--- config.mk ---
export PLATFORM = sky130hd
export DESIGN_NAME = dmem_arbiter_flat
export DESIGN_NICKNAME = d
export VERILOG_FILES = /design/src/rtl/dmem_pkg.sv /design/src/rtl/dmem_arbiter_if.sv /design/src/rtl/dmem_arb_pick.sv /design/src/rtl/dmem_arbiter.sv /design/src/flat_wrapper.sv
export SDC_FILE = /design/constraint.sdc
export NUM_CORES = 1
export LEC_CHECK = 0
export BUFFER_PORTS_ARGS = -buffer_cell sky130_fd_sc_hd__buf_2
export CAP_MARGIN = 20
export CORE_AREA = 2 2 118 120
export DETAILED_ROUTE_END_ITERATION = 8
export DIE_AREA = 0 0 120 122
export PLACE_DENSITY = 0.51
export SETUP_SLACK_MARGIN = 0.2
export SKIP_CTS_REPAIR_TIMING = 1
export SLEW_MARGIN = 20
export SYNTH_ARGS = -nofsm -noshare
export SYNTH_HDL_FRONTEND = slang
export SYNTH_SLANG_ARGS = --single-unit
--- constraint.sdc ---
create_clock -name CLK -period 5.6 [get_ports CLK]
set_clock_uncertainty 0.2 [all_clocks]
set_input_delay 0.84 -clock CLK [delete_from_list [all_inputs] [get_ports CLK]]
set_output_delay 0.84 -clock CLK [all_outputs]
set_load 0.02 [all_outputs]
--- src/rtl/dmem_pkg.sv ---
// Shared types and helpers for the data-memory arbiter.
package dmem_pkg;

    localparam int unsigned IDX_W_DEF = 10;
    localparam int unsigned MEM_AW    = 32;

    // Owner of the read response due in the next cycle
    typedef enum logic [1:0] {
        TAG_NONE = 2'd0,
        TAG_P0   = 2'd1,
        TAG_P1   = 2'd2
    } resp_tag_t;

    // Byte address -> word index; bits above the memory size wrap away
    function automatic logic [MEM_AW-1:0] word_index(input logic [MEM_AW-1:0] byte_addr,
                                                     input int unsigned       idx_w);
        logic [MEM_AW-1:0] mask;
        mask = (MEM_AW'(1) << idx_w) - MEM_AW'(1);
        return (byte_addr >> 2) & mask;
    endfunction

endpackage

--- src/rtl/dmem_arbiter_if.sv ---
// Requester ports and DATA_MEMORY side of the data-memory arbiter.
interface dmem_arbiter_if #(
    parameter int unsigned AW = 32,
    parameter int unsigned DW = 32
);
    logic          P0_REQ;
    logic          P0_WE;
    logic [AW-1:0] P0_ADDR;
    logic [DW-1:0] P0_WDATA;
    logic          P0_GNT;
    logic          P0_RVALID;
    logic [DW-1:0] P0_RDATA;
    logic          P0_ERR;

    logic          P1_REQ;
    logic          P1_WE;
    logic [AW-1:0] P1_ADDR;
    logic [DW-1:0] P1_WDATA;
    logic          P1_GNT;
    logic          P1_RVALID;
    logic [DW-1:0] P1_RDATA;
    logic          P1_ERR;

    logic [31:0]   MEM_ADDRESS;
    logic [DW-1:0] MEM_WDATA;
    logic          MEM_READ;
    logic          MEM_WRITE;
    logic [DW-1:0] MEM_RDATA;

    // Arbiter side
    modport slave (
        input  P0_REQ, P0_WE, P0_ADDR, P0_WDATA,
        output P0_GNT, P0_RVALID, P0_RDATA, P0_ERR,
        input  P1_REQ, P1_WE, P1_ADDR, P1_WDATA,
        output P1_GNT, P1_RVALID, P1_RDATA, P1_ERR,
        output MEM_ADDRESS, MEM_WDATA, MEM_READ, MEM_WRITE,
        input  MEM_RDATA
    );

    // Requesters and memory side
    modport master (
        output P0_REQ, P0_WE, P0_ADDR, P0_WDATA,
        input  P0_GNT, P0_RVALID, P0_RDATA, P0_ERR,
        output P1_REQ, P1_WE, P1_ADDR, P1_WDATA,
        input  P1_GNT, P1_RVALID, P1_RDATA, P1_ERR,
        input  MEM_ADDRESS, MEM_WDATA, MEM_READ, MEM_WRITE,
        output MEM_RDATA
    );

endinterface

--- src/rtl/dmem_arb_pick.sv ---
// Two-way combinational picker: lone requester wins, prefer1 breaks ties.
module dmem_arb_pick (
    input  logic req0,
    input  logic req1,
    input  logic prefer1,
    output logic gnt0_c,
    output logic gnt1_c
);

    // One-hot grant selection
    always_comb begin
        gnt0_c = 1'b0;
        gnt1_c = 1'b0;
        if (req0 && req1) begin
            gnt1_c = prefer1;
            gnt0_c = !prefer1;
        end else begin
            gnt0_c = req0;
            gnt1_c = req1;
        end
    end

endmodule

--- src/rtl/dmem_arbiter.sv ---
// Shares the single-port data memory between the MEM stage (port 0) and the
// loader (port 1). Default: fixed priority to port 0 with MAX_WAIT starvation
// guard. Define DMEM_ARB_ROUND_ROBIN_EN for round-robin on contention.
module dmem_arbiter
    import dmem_pkg::*;
#(
    parameter int unsigned AW       = 32,
    parameter int unsigned DW       = 32,
    parameter int unsigned IDX_W    = IDX_W_DEF,
    parameter int unsigned MAX_WAIT = 4
) (
    input  logic          CLK,
    input  logic          RESET,
    dmem_arbiter_if.slave bus
);

    logic          req0_c;
    logic          req1_c;
    logic          prefer1_c;
    logic          gnt0_c;
    logic          gnt1_c;
    logic          any_gnt_c;
    logic          aligned_c;
    logic          sel_we_c;
    logic [AW-1:0] sel_addr_c;
    logic [DW-1:0] sel_wdata_c;
    logic          mem_read_c;
    logic          mem_write_c;

    resp_tag_t     tag_q;
    resp_tag_t     tag_d;
    logic          err0_q;
    logic          err1_q;
    logic          err0_d;
    logic          err1_d;

    // No grants are issued while reset is held
    assign req0_c = bus.P0_REQ & ~RESET;
    assign req1_c = bus.P1_REQ & ~RESET;

    dmem_arb_pick u_pick (
        .req0    (req0_c),
        .req1    (req1_c),
        .prefer1 (prefer1_c),
        .gnt0_c  (gnt0_c),
        .gnt1_c  (gnt1_c)
    );

`ifdef DMEM_ARB_ROUND_ROBIN_EN
    logic rr_q;

    assign prefer1_c = rr_q;

    // Pointer favours the port that lost the last contended grant
    always_ff @(posedge CLK) begin
        if (RESET) begin
            rr_q <= 1'b0;
        end else if (req0_c && req1_c) begin
            rr_q <= gnt0_c;
        end
    end
`else
    localparam int unsigned CNT_W = (MAX_WAIT < 2) ? 1 : $clog2(MAX_WAIT + 1);

    logic [CNT_W-1:0] starve_q;

    assign prefer1_c = (starve_q == CNT_W'(MAX_WAIT));

    // Count cycles port 1 is denied; saturates at MAX_WAIT because that forces a win
    always_ff @(posedge CLK) begin
        if (RESET) begin
            starve_q <= '0;
        end else if (gnt1_c) begin
            starve_q <= '0;
        end else if (req1_c) begin
            starve_q <= starve_q + CNT_W'(1);
        end
    end
`endif

    // Route the granted request onto the memory port
    always_comb begin
        any_gnt_c   = gnt0_c | gnt1_c;
        sel_we_c    = gnt1_c ? bus.P1_WE    : bus.P0_WE;
        sel_addr_c  = gnt1_c ? bus.P1_ADDR  : bus.P0_ADDR;
        sel_wdata_c = gnt1_c ? bus.P1_WDATA : bus.P0_WDATA;
        aligned_c   = (sel_addr_c[1:0] == 2'b00);
        mem_read_c  = any_gnt_c & aligned_c & ~sel_we_c;
        mem_write_c = any_gnt_c & aligned_c &  sel_we_c;
    end

    // Response pipeline registers (read owner tag and misalignment flags)
    always_ff @(posedge CLK) begin
        if (RESET) begin
            tag_q  <= TAG_NONE;
            err0_q <= 1'b0;
            err1_q <= 1'b0;
        end else begin
            tag_q  <= tag_d;
            err0_q <= err0_d;
            err1_q <= err1_d;
        end
    end

    // Next response state and all port outputs
    always_comb begin
        tag_d           = TAG_NONE;
        err0_d          = 1'b0;
        err1_d          = 1'b0;
        bus.P0_GNT      = gnt0_c;
        bus.P1_GNT      = gnt1_c;
        bus.P0_RVALID   = 1'b0;
        bus.P1_RVALID   = 1'b0;
        bus.P0_RDATA    = DW'(0);
        bus.P1_RDATA    = DW'(0);
        bus.P0_ERR      = 1'b0;
        bus.P1_ERR      = 1'b0;
        bus.MEM_ADDRESS = word_index(MEM_AW'(sel_addr_c), IDX_W);
        bus.MEM_WDATA   = sel_wdata_c;
        bus.MEM_READ    = mem_read_c;
        bus.MEM_WRITE   = mem_write_c;

        if (mem_read_c) begin
            tag_d = gnt1_c ? TAG_P1 : TAG_P0;
        end
        if (any_gnt_c && !aligned_c) begin
            err0_d = gnt0_c;
            err1_d = gnt1_c;
        end

        // A response already in flight is dropped when reset is applied
        if (!RESET) begin
            bus.P0_RVALID = (tag_q == TAG_P0);
            bus.P1_RVALID = (tag_q == TAG_P1);
            bus.P0_ERR    = err0_q;
            bus.P1_ERR    = err1_q;
            if (tag_q == TAG_P0) begin
                bus.P0_RDATA = bus.MEM_RDATA;
            end
            if (tag_q == TAG_P1) begin
                bus.P1_RDATA = bus.MEM_RDATA;
            end
        end
    end

endmodule

--- src/flat_wrapper.sv ---
// flat-port wrapper written by rule: the top's interface ports become plain ports
module dmem_arbiter_flat import dmem_pkg::*;
#(
    parameter int unsigned AW       = 32,
    parameter int unsigned DW       = 32,
    parameter int unsigned IDX_W    = IDX_W_DEF,
    parameter int unsigned MAX_WAIT = 4
)
  (CLK, RESET, bus_P0_REQ, bus_P0_WE, bus_P0_ADDR, bus_P0_WDATA, bus_P0_GNT, bus_P0_RVALID, bus_P0_RDATA, bus_P0_ERR, bus_P1_REQ, bus_P1_WE, bus_P1_ADDR, bus_P1_WDATA, bus_P1_GNT, bus_P1_RVALID, bus_P1_RDATA, bus_P1_ERR, bus_MEM_ADDRESS, bus_MEM_WDATA, bus_MEM_READ, bus_MEM_WRITE, bus_MEM_RDATA);
  dmem_arbiter_if #(.AW(AW), .DW(DW)) bus_i ();
  input  logic CLK;
  input  logic RESET;
  input wire logic [$bits(bus_i.P0_REQ)-1:0] bus_P0_REQ;
  input wire logic [$bits(bus_i.P0_WE)-1:0] bus_P0_WE;
  input wire logic [$bits(bus_i.P0_ADDR)-1:0] bus_P0_ADDR;
  input wire logic [$bits(bus_i.P0_WDATA)-1:0] bus_P0_WDATA;
  output wire logic [$bits(bus_i.P0_GNT)-1:0] bus_P0_GNT;
  output wire logic [$bits(bus_i.P0_RVALID)-1:0] bus_P0_RVALID;
  output wire logic [$bits(bus_i.P0_RDATA)-1:0] bus_P0_RDATA;
  output wire logic [$bits(bus_i.P0_ERR)-1:0] bus_P0_ERR;
  input wire logic [$bits(bus_i.P1_REQ)-1:0] bus_P1_REQ;
  input wire logic [$bits(bus_i.P1_WE)-1:0] bus_P1_WE;
  input wire logic [$bits(bus_i.P1_ADDR)-1:0] bus_P1_ADDR;
  input wire logic [$bits(bus_i.P1_WDATA)-1:0] bus_P1_WDATA;
  output wire logic [$bits(bus_i.P1_GNT)-1:0] bus_P1_GNT;
  output wire logic [$bits(bus_i.P1_RVALID)-1:0] bus_P1_RVALID;
  output wire logic [$bits(bus_i.P1_RDATA)-1:0] bus_P1_RDATA;
  output wire logic [$bits(bus_i.P1_ERR)-1:0] bus_P1_ERR;
  output wire logic [$bits(bus_i.MEM_ADDRESS)-1:0] bus_MEM_ADDRESS;
  output wire logic [$bits(bus_i.MEM_WDATA)-1:0] bus_MEM_WDATA;
  output wire logic [$bits(bus_i.MEM_READ)-1:0] bus_MEM_READ;
  output wire logic [$bits(bus_i.MEM_WRITE)-1:0] bus_MEM_WRITE;
  input wire logic [$bits(bus_i.MEM_RDATA)-1:0] bus_MEM_RDATA;
  assign bus_i.P0_REQ = bus_P0_REQ;
  assign bus_i.P0_WE = bus_P0_WE;
  assign bus_i.P0_ADDR = bus_P0_ADDR;
  assign bus_i.P0_WDATA = bus_P0_WDATA;
  assign bus_P0_GNT = bus_i.P0_GNT;
  assign bus_P0_RVALID = bus_i.P0_RVALID;
  assign bus_P0_RDATA = bus_i.P0_RDATA;
  assign bus_P0_ERR = bus_i.P0_ERR;
  assign bus_i.P1_REQ = bus_P1_REQ;
  assign bus_i.P1_WE = bus_P1_WE;
  assign bus_i.P1_ADDR = bus_P1_ADDR;
  assign bus_i.P1_WDATA = bus_P1_WDATA;
  assign bus_P1_GNT = bus_i.P1_GNT;
  assign bus_P1_RVALID = bus_i.P1_RVALID;
  assign bus_P1_RDATA = bus_i.P1_RDATA;
  assign bus_P1_ERR = bus_i.P1_ERR;
  assign bus_MEM_ADDRESS = bus_i.MEM_ADDRESS;
  assign bus_MEM_WDATA = bus_i.MEM_WDATA;
  assign bus_MEM_READ = bus_i.MEM_READ;
  assign bus_MEM_WRITE = bus_i.MEM_WRITE;
  assign bus_i.MEM_RDATA = bus_MEM_RDATA;
  dmem_arbiter #(.AW(AW), .DW(DW), .IDX_W(IDX_W), .MAX_WAIT(MAX_WAIT)) u_core (.CLK(CLK), .RESET(RESET), .bus(bus_i));
endmodule
==> summary.md <==
| Metric | Value |
|---|---|
| Outcome | finished, final reports clean |
| Slew HR | 0.453 |
| Fin Setup TNS | 0 ns |
| Routability cong. | 0.815 |
| Synth area leaders | mux2_2, and2_1, buf_4, dfxtp_1, buf_6 |
| Largest net degree at the start of global routing | 34 |
| Maximum VDD drop | 0.0000678 V |
| Num rows | 43 |
| Critical Setup Path Class | in -> out |
| Clk pwr share | 0.357 |
| Final HPWL DP | 6450 um |
| CTS Buffer Depth | 2 |
| Combinational share of power | 0.484 |
| Mapped Area | 1520 um^2 |
| Critical Path Fanout Max | 28 |
| Measured slew at the worst slew-check pin | 0.819 ns |
| Avg Vias per Cell | 3.48 |
| Clock latency on the worst-skew pair | 0.23 ns |
| Port bufs | 239 |
| Die area | 14600 um^2 |
| #FFs+latches synth | 7 |
| Slew Limit Fails | 0 |
| Final period util | 0.669 |
| CP startpoint kind | input port |
| Layout area overhead | 89.5% |
| CTS tree | built |
| Routed WL | 7220 um |
| Filler instances | 1548 |
| Routed vias | 2070 |
| DR pass1 iterations | 3 |
| P_int | 0.000221 W |
| Vias in the first global route | 1819 |
| Core region area | 13500 um^2 |
| Fin Hold WS | 0.357 ns |
| Critical Path Source | RESET |
| Flop pwr share | 0.158 |
| Initial antenna violation count | 2 |
| Clk slew on worst S/H paths | 0.04 ns |
| Grt total ovfl | 0 |
| Routed Antenna Nets | 0 |
| First-pass GRT wire length | 9400 um |
| Final setup viols | 0 |
| Total GRT Usage | 0.0852 |
| Starting density of the core | 0.113 |
| Area leader, netlist | mux2_2 |
| Switching pwr | 0.000118 W |
| PwrDens | 118 nW/um^2 |
| Sw frac | 0.348 |
| Number of I/O pins | 302 |
| Share of cells above drive strength 1 | 0.708 |
| Seq/Total Area, Yosys | 0.0922 |
| Htree depth | 1 |
| Hold crit path type | reg -> reg |
| Hold path startpoint | u_core.starve_q[1] |
| Worst R2R Start | u_core.starve_q[0] |
| Req. time, crit path | 4.56 ns |
| Synth Instances | 180 |
| Tmin final | 3.74 ns |
| Die X | 120 um |
| Avg Inst Size Synth | 8.45 um^2 |
| Fmax | 0.267 GHz |
| DRC | 0 |
| Initial drt markers | 19 |
| Ys Warns | 0 |
| Leakage dissipation | 1.68 nW |
| Final hold viol count | 0 |
| Yosys cell types | 25 |
| Worst setup EP type | primary output |
| RSZ-0062 raised after global routing | false |
| Number of buffers created by CTS | 3 |
| WL/cell | 12.1 um |
| Synth top area share | 0.311 |
| Final nets | 583 |
| Number of max-cap violations | 0 |
| Clk sinks | 7 |
| Critical Path AT | 2.70 ns |
| CTS root buffer | clkbuf_16 |
| Die height | 122 um |
-- stage by stage --
stage          power, W  std cells  instance area [um^2]  setup WS, ns  utilization
2_1_floorplan  0.000158        201                  1600          2.57            -
3_3_place_gp   0.000219        590                  2800          1.79        0.207
3_5_place_dp   0.000220        590                  2800          1.79        0.207
4_1_cts        0.000344        594                  2880          1.81        0.213
5_1_grt        0.000359        594                  2880          1.72        0.213
6_report       0.000340        595                  2880          1.86        0.213
-- routing by layer --
layer | part of all wire | vias to the layer above | global-route usage
met1 | 0.32 | 867 | 0.0812
li1 | - | 1015 | -
met4 | 0.0026 | 2 | 0.00882
met3 | 0.13 | 4 | 0.0300
met2 | 0.54 | 182 | 0.178
met5 | 0.0017 | - | 0
-- final timing paths --
path / to / slack [ns] / depth (start not counted)
worst max register to register: u_core.err1_q / 3.50 / 6
worst min register to register: u_core.starve_q[1] / 0.36 / 2
worst max-delay path: bus_MEM_WDATA[27] / 1.86 / 6
worst min-delay path: u_core.starve_q[1] / 0.36 / 2
-- state kept, by name, indices dropped and copies added (netlist names) --
name	cells
u_core.err0_q	1
u_core.err1_q	1
u_core.starve_q	3
u_core.tag_q	2
-- layout by cell type, fill, tap and decap left out, types with 2 or more instances in the layout --
cell type,instances
dfxtp_1,7
nand2_1,3
conb_1,22
buf_2,239
nor3b_2,2
and2_1,65
mux2i_1,2
nor2b_1,4
nor3_1,4
mux2_2,42
clkbuf_16,3
buf_4,4
ha_1,2
inv_1,3
-- critical path: stages --
cell and delay (ns):
buf_2 0.18, nand2b_4 0.17, a21oi_4 0.63, buf_4 0.35
mux2_2 0.37, buf_2 0.16
-- power by group through the flow --
stage                     Sequential [W]  Clock [W]  Combinational, W
final                          0.0000538   0.000121          0.000164
after global routing           0.0000540   0.000128          0.000177
after CTS                      0.0000538   0.000123          0.000167
after detailed placement       0.0000546          0          0.000165
after global placement         0.0000546          0          0.000165
after floorplan                0.0000542          0          0.000103
-- area by class of cell --
cell class	instances	area, um^2	share of cell area
Antenna cell	1	2.50	0.000869
Clock buffer	4	78.8	0.0274
Inverter	3	11.3	0.00391
Multi-Input combinational cell	157	1200	0.415
Sequential cell	7	140	0.0487
Tap cell	180	225	0.0782
Timing Repair Buffer	243	1230	0.426
-- synth_stat cells --
library cell and number:
clkbuf_1 6, mux2i_1 2, dfxtp_1 7, nor2b_1 4, a21oi_4 1, mux2_2 42, or4b_1 1, nand2_1 3
buf_6 5, nor3b_2 2, ha_1 2, o31a_1 1, nor3_1 4, a311oi_1 1, and2_1 65, buf_4 23
xnor2_1 1, nor2_1 1, inv_1 3, nor4_1 1, o21bai_2 1, nand2b_4 1, conb_1 1, mux2_1 1
xor2_1 1
-- logic make-up after synthesis --
kind of cell / count (synthesis) / share of synthesized area
and+or+nand+nor: 82 / 0.343
muxes: 45 / 0.332
buffers and inverters: 37 / 0.173
DFF: 7 / 0.0922
AOI/OAI and AO/OA: 4 / 0.0296
adders and majority gates: 2 / 0.0165
xor gates and xnor gates: 2 / 0.0115
other: 1 / 0.00247
Note: power is estimated with default switching activity, not from simulation.
